### src/rtl/slave_dev_pkg.sv
// Shared constants and helpers for the multi-channel slave capture device.
// Read-port address map, clog2 and fill-level saturation.
package slave_dev_pkg;

   localparam int ADDR_CNT_HI  = 0;
   localparam int ADDR_CNT_LO  = 1;
   localparam int ADDR_CH_BASE = 2;
   localparam int CH_STRIDE    = 2;

   function automatic int clog2(input int n);
      int r;
      r = 0;
      for (int i = 0; i < 31; i++)
         if ((1 << i) < n) r = i + 1;
      return r;
   endfunction

   function automatic int unsigned sat_level(
      input int unsigned lvl,
      input int unsigned maxv
   );
      return (lvl > maxv) ? maxv : lvl;
   endfunction

endpackage

### src/rtl/sd_chan_fifo.sv
// One producer channel FIFO: wrap-bit pointers, sticky underflow, flush.
// Ports: clk/rst, flush, push+wr_data, pop; level, level_nxt, flags, head.
module sd_chan_fifo
   import slave_dev_pkg::*;
#(
   parameter int DATA_W = 8,
   parameter int DEPTH  = 256,
   localparam int AW    = clog2(DEPTH)
)(
   input  logic              clk,
   input  logic              rst,
   input  logic              flush,
   input  logic              push,
   input  logic [DATA_W-1:0] wr_data,
   input  logic              pop,
   output logic [AW:0]       level,
   output logic [AW:0]       level_nxt,
   output logic              full,
   output logic              empty,
   output logic              underflow,
   output logic [DATA_W-1:0] head
);

   logic [AW:0]       wp;
   logic [AW:0]       rp;
   logic [DATA_W-1:0] mem [DEPTH];
   logic              push_en;
   logic              pop_en;

   assign level   = wp - rp;
   assign full    = (level == (AW+1)'(DEPTH));
   assign empty   = (level == '0);
   // flush wins over everything else in the same cycle
   assign push_en = push && !full && !flush;
   assign pop_en  = pop && !empty && !flush;
   assign head    = mem[rp[AW-1:0]];

   always_comb begin
      level_nxt = level;
      if (flush)
         level_nxt = '0;
      else
         level_nxt = level + (AW+1)'(push_en) - (AW+1)'(pop_en);
   end

   always_ff @(posedge clk or posedge rst) begin
      if (rst) begin
         wp        <= '0;
         rp        <= '0;
         underflow <= 1'b0;
      end else if (flush) begin
         wp        <= '0;
         rp        <= '0;
         underflow <= 1'b0;
      end else begin
         if (push_en) wp <= wp + 1'b1;
         if (pop_en)  rp <= rp + 1'b1;
         if (pop && empty) underflow <= 1'b1;
      end
   end

   always_ff @(posedge clk) begin
      if (push_en) mem[wp[AW-1:0]] <= wr_data;
   end

endmodule

### src/rtl/slave_device_mc.sv
// Multi-channel slave capture device: NCH FIFOs drained by one read port.
// Ports: wr_valid/wr_data/wr_ready per channel; rd_rq/rd_addr -> rd_data/rd_valid; new_msg; ready.
module slave_device_mc
   import slave_dev_pkg::*;
#(
   parameter int DATA_W = 8,
   parameter int ADDR_W = 16,
   parameter int NCH    = 2,
   parameter int DEPTH  = 256,
   parameter int THRESH = 1
)(
   input  logic                  clk,
   input  logic                  rst,
   input  logic [NCH-1:0]        wr_valid,
   input  logic [NCH*DATA_W-1:0] wr_data,
   output logic [NCH-1:0]        wr_ready,
   input  logic                  rd_rq,
   input  logic [ADDR_W-1:0]     rd_addr,
   output logic [DATA_W-1:0]     rd_data,
   output logic                  rd_valid,
   input  logic                  new_msg,
   output logic                  ready
);

   localparam int LW  = clog2(DEPTH) + 1;
   localparam int CW  = 2 * DATA_W;
   localparam int unsigned SAT_MAX = 32'((1 << DATA_W) - 1);
   // the underflow flag only fits in the level word when no real level reaches that bit
   localparam bit UF_VIS = (DEPTH < (1 << (DATA_W - 1)));
   localparam logic [DATA_W-1:0] UF_BIT = {1'b1, {(DATA_W-1){1'b0}}};

   logic [LW-1:0]     lvl      [NCH];
   logic [LW-1:0]     lvl_nxt  [NCH];
   logic [DATA_W-1:0] head     [NCH];
   logic [DATA_W-1:0] lvl_word [NCH];
   logic [NCH-1:0]    full;
   logic [NCH-1:0]    empty;
   logic [NCH-1:0]    uf;
   logic [NCH-1:0]    pop_rq;

   logic [CW-1:0]     cnt;
   logic [DATA_W-1:0] latch;
   logic [DATA_W-1:0] rd_mux;
   logic              rdy_nxt;
   logic              hi_rd;

   for (genvar c = 0; c < NCH; c++) begin : g_ch
      assign pop_rq[c] = rd_rq &&
         (rd_addr == ADDR_W'(ADDR_CH_BASE + CH_STRIDE*c + 1));

      sd_chan_fifo #(
         .DATA_W (DATA_W),
         .DEPTH  (DEPTH)
      ) u_fifo (
         .clk       (clk),
         .rst       (rst),
         .flush     (new_msg),
         .push      (wr_valid[c]),
         .wr_data   (wr_data[c*DATA_W +: DATA_W]),
         .pop       (pop_rq[c]),
         .level     (lvl[c]),
         .level_nxt (lvl_nxt[c]),
         .full      (full[c]),
         .empty     (empty[c]),
         .underflow (uf[c]),
         .head      (head[c])
      );

      assign wr_ready[c] = !full[c];
      assign lvl_word[c] =
         DATA_W'(sat_level(32'(lvl[c]), SAT_MAX)) |
         ((UF_VIS && uf[c]) ? UF_BIT : '0);
   end

   assign hi_rd = rd_rq && (rd_addr == ADDR_W'(ADDR_CNT_HI));

   always_comb begin
      rd_mux = '0;
      if (rd_addr == ADDR_W'(ADDR_CNT_HI))
         rd_mux = cnt[CW-1:DATA_W];
      else if (rd_addr == ADDR_W'(ADDR_CNT_LO))
         rd_mux = latch;
      for (int c = 0; c < NCH; c++) begin
         if (rd_addr == ADDR_W'(ADDR_CH_BASE + CH_STRIDE*c))
            rd_mux = lvl_word[c];
         if (rd_addr == ADDR_W'(ADDR_CH_BASE + CH_STRIDE*c + 1))
            rd_mux = empty[c] ? '0 : head[c];
      end
   end

   // ready tracks next-state levels so it lines up with the registered level
   always_comb begin
      rdy_nxt = 1'b0;
      for (int c = 0; c < NCH; c++)
         if (lvl_nxt[c] >= LW'(THRESH)) rdy_nxt = 1'b1;
   end

   always_ff @(posedge clk or posedge rst) begin
      if (rst) begin
         cnt      <= '0;
         latch    <= '0;
         rd_data  <= '0;
         rd_valid <= 1'b0;
         ready    <= 1'b0;
      end else begin
         rd_valid <= rd_rq;
         ready    <= rdy_nxt;
         if (rd_rq) rd_data <= rd_mux;
         if (new_msg) begin
            cnt   <= '0;
            latch <= '0;
         end else if (hi_rd) begin
            latch <= cnt[DATA_W-1:0];
            cnt   <= cnt + 1'b1;
         end
      end
   end

endmodule
### config.mk
export PLATFORM = sky130hd
export DESIGN_NAME = slave_device_mc
export DESIGN_NICKNAME = d
export VERILOG_FILES = /design/src/rtl/slave_dev_pkg.sv /design/src/rtl/sd_chan_fifo.sv /design/src/rtl/slave_device_mc.sv
export SDC_FILE = /design/constraint.sdc
export NUM_CORES = 2
export LEC_CHECK = 0
export CAP_MARGIN = 20
export CORE_MARGIN = 1
export CORE_UTILIZATION = 65
export CTS_BUF_LIST = sky130_fd_sc_hd__clkbuf_8
export DETAILED_ROUTE_END_ITERATION = 7
export PLACE_DENSITY_LB_ADDON = 0.08
export SYNTH_ARGS = -nofsm -noshare
export SYNTH_HDL_FRONTEND = slang
export SYNTH_SLANG_ARGS = --single-unit
### constraint.sdc
create_clock -name clk -period 14.3 [get_ports clk]
set_clock_uncertainty 0.15 [all_clocks]
set_input_delay 1.43 -clock clk [delete_from_list [all_inputs] [get_ports clk]]
set_output_delay 1.43 -clock clk [all_outputs]
set_load 0.01 [all_outputs]
==> results.json <==
{
  "status": "finished clean",
  "rsz0062_at_grt": "false",
  "slew_headroom_pct": 11.2,
  "row_count": 184,
  "wl_um": 429000,
  "vias_per_cell": 6.91,
  "syn2layout_area_growth_pct": 9.49,
  "num-nets-final": 8393,
  "worstMarginPinSlew_ps": 1330,
  "num_vias": 83800,
  "crit_fanout": 48,
  "layout_common_cells": "4,096 x edfxtp_1, 1,067 x mux4_2, 677 x clkbuf_8",
  "max_cap_viol_count": 0,
  "insertion_delay_ps": 1070,
  "cts_buffers": 644,
  "avgSynthCellArea_um2": 20.8,
  "leakage_nw": 55.2,
  "cts.sinks": 4166,
  "hold_buffers": 0,
  "cp.arrival_ps": 6120,
  "grt_pass1_vias": 84400,
  "grt_pass1_wl_um": 615000,
  "instances_no_fill": 12100,
  "synthCells": 7867,
  "grt_max_degree": 153,
  "min_period_ps": 7700,
  "cp-end-kind": "primary output",
  "track_usage_pct": 34.2,
  "slowest_stage": "dfrtp_4",
  "tns_ps": 0,
  "cts_resized": 0,
  "root_buffer": "clkbuf_8",
  "syn-num-nets": 7976,
  "drive_above_1_share_pct": 24.1,
  "synth_ff_type": "edfxtp_1",
  "setup_violations": 0,
  "grt_overflow": 0,
  "drcViolationCount": 0,
  "fp.dieH_um": 504,
  "placement.io_buffers": 49,
  "gp_congestion": 0.940,
  "pwr_density_cell_nw_per_um2": 127,
  "fill_cells": 14800,
  "drtIter0Drc": 11800,
  "synthesis.area_um2": 164000,
  "wire_per_inst_um": 35.4,
  "final_common_cell": "edfxtp_1",
  "finalCritPeriodShare_pct": 53.8,
  "antenna_found_initial": 10,
  "start_util_pct": 65.3,
  "clk_pin_slew_ps": 70,
  "core_um2": 251000,
  "drtAntennaViolNets": 0,
  "yosysUniqueCellTypes": 72,
  "synth_edf_count": 4096,
  "slowest_delay_ps": 910,
  "drt_first_pass_iters": 8,
  "hold_slack_ps": 394,
  "cts_tree": "yes",
  "yosys_warnings": 0,
  "synth_seq_area_share_pct": 76.1,
  "hold_violations": 0,
  "die_w_um": 504,
  "criticalPathCategory": "reg -> out",
  "io-pin-count": 50,
  "crit_chain": "clkinv_1 > ha_1 > nor2b_1 > o21ai_0 > a21boi_0 > o21ai_0 > a21oi_1 > xor2_1 > inv_1 > ha_1 > nand3_1 > nor2_1 > nand2b_1 > clkdlybuf4s50_1",
  "start_kind": "flip-flop",
  "dp_hpwl_um": 259000,
  "async_reset_ff_share_pct": 1.68,
  "ir_drop_uv": 120,
  "clockBufferDepth": 4,
  "drv_slew": 0,
  "htreeDepth": 6,
  "max_freq_mhz": 130,
  "dieArea_um2": 254000,
  "cp.required_ps": 12720,
  "dp.cells": 11000,
  "holdCritPathClass": "reg -> reg",
  "cts_setup_buffers": 0,
  "ys_seq_elements": 4166
}
[where the power goes]
part | internal (mW) | leakage [nW] | switching (mW)
logic | 0.0629 | 10.8 | 0.323
clock network | 4.47 | 6.63 | 4.59
registers | 13.4 | 37.8 | 0.00406
total | 18.0 | 55.2 | 4.91
[worst max-delay path, delay by kind of cell (launching register included)]
family                     cells  cell delay (ps)
and+or+nand+nor                4              770
adders and majority gates      2              700
xor gates and xnor gates       1              390
DFF                            1              910
AOI/OAI and AO/OA              4              810
buffers and inverters          3             1450
[cells in the mapped netlist, types with 18 or more instances]
cell	instances	share of area [%]
o22ai_1	41	0.16
ha_1	67	0.51
a22o_1	20	0.11
clkbuf_1	210	0.48
nor2b_1	44	0.17
a221oi_1	46	0.25
nand3_1	55	0.17
buf_1	18	0.041
edfxtp_1	4096	75
a31oi_1	36	0.14
o221ai_1	20	0.11
nand4_1	24	0.092
nor3_1	38	0.12
buf_2	134	0.41
xor2_1	24	0.13
nor4_1	22	0.084
nand2_1	273	0.62
dfrtp_1	70	1.1
xnor2_1	36	0.19
buf_4	69	0.32
nand2b_1	22	0.084
o21ai_0	91	0.28
a21oi_1	94	0.29
a22oi_1	76	0.35
a2111oi_0	20	0.11
inv_1	51	0.12
o211ai_1	19	0.087
mux2_2	33	0.23
nor2_1	661	1.5
mux2i_1	172	1.0
mux4_2	1067	15
buf_6	19	0.13
a211oi_1	26	0.12
[flip-flops by register name, indices dropped and copies added, names as in the netlist]
signal           count
rd_data              8
ready                1
g_ch.u_fifo.wp      18
g_ch.u_fifo.mem   4096
latch                8
cnt                 16
rd_valid             1
g_ch.u_fifo.rp      18
[cell type report]
class                   instances  area (µm²)  area share (%)
repair buffers                221        2020            1.13
inverters                      57         228           0.127
clock inverters               470        2350            1.31
flip-flops and latches       4166      125000            69.5
multi-input cells            3194       36900            20.5
clock buffers                 661        9100            5.07
diodes                          6        15.0         0.00836
well taps                    3348        4190            2.33
[final timing paths]
kind,from,end,slack [ps],depth (start not counted)
max,g_ch[1].u_fifo.rp[1],wr_ready[1],6600,14
min,latch[7],latch[7],390,2
max reg2reg,g_ch[1].u_fifo.rp[1],ready,6830,25
min reg2reg,latch[7],latch[7],390,2
max in group asynchronous,rst,g_ch[1].u_fifo.rp[1],12330,3
min in group asynchronous,rst,rd_valid,800,3
[cell families (layout without fill, tap and decap cells)]
family	count (synthesis)	after routing	share of synthesized area (%)
AO/OA/AOI/OAI	582	582	2.46
AND/OR/NAND/NOR	1208	1208	3.14
buffers and inverters	507	1409	1.51
multiplexers	1272	1272	15.9
flip-flops	4166	4166	76.1
other	0	6	0
adder cells (fa/ha/maj)	71	71	0.560
XOR/XNOR	61	61	0.330
[through the flow]
step / setup WS, ps / power (mW) / cell area (µm²) / util (%)
after detailed placement: 6930 / 14.1 / 168000 / 66.9
after floorplan: 7840 / 13.8 / 164000 / -
after CTS: 6640 / 22.9 / 179000 / 71.5
after global placement: 6750 / 14.0 / 168000 / 66.9
after global routing: 6320 / 23.5 / 180000 / 71.5
final: 6600 / 22.9 / 180000 / 71.5
[metal layers]
layer | vias up | GRT usage [%] | part of all wire [%]
met4 | 2 | 16.5 | 5.6
met2 | 5656 | 53.2 | 48
li1 | 33500 | - | -
met1 | 43500 | 47.3 | 36
met5 | - | 0 | 0.0026
met3 | 1083 | 6.95 | 11
(Power assumes the default switching activity.)
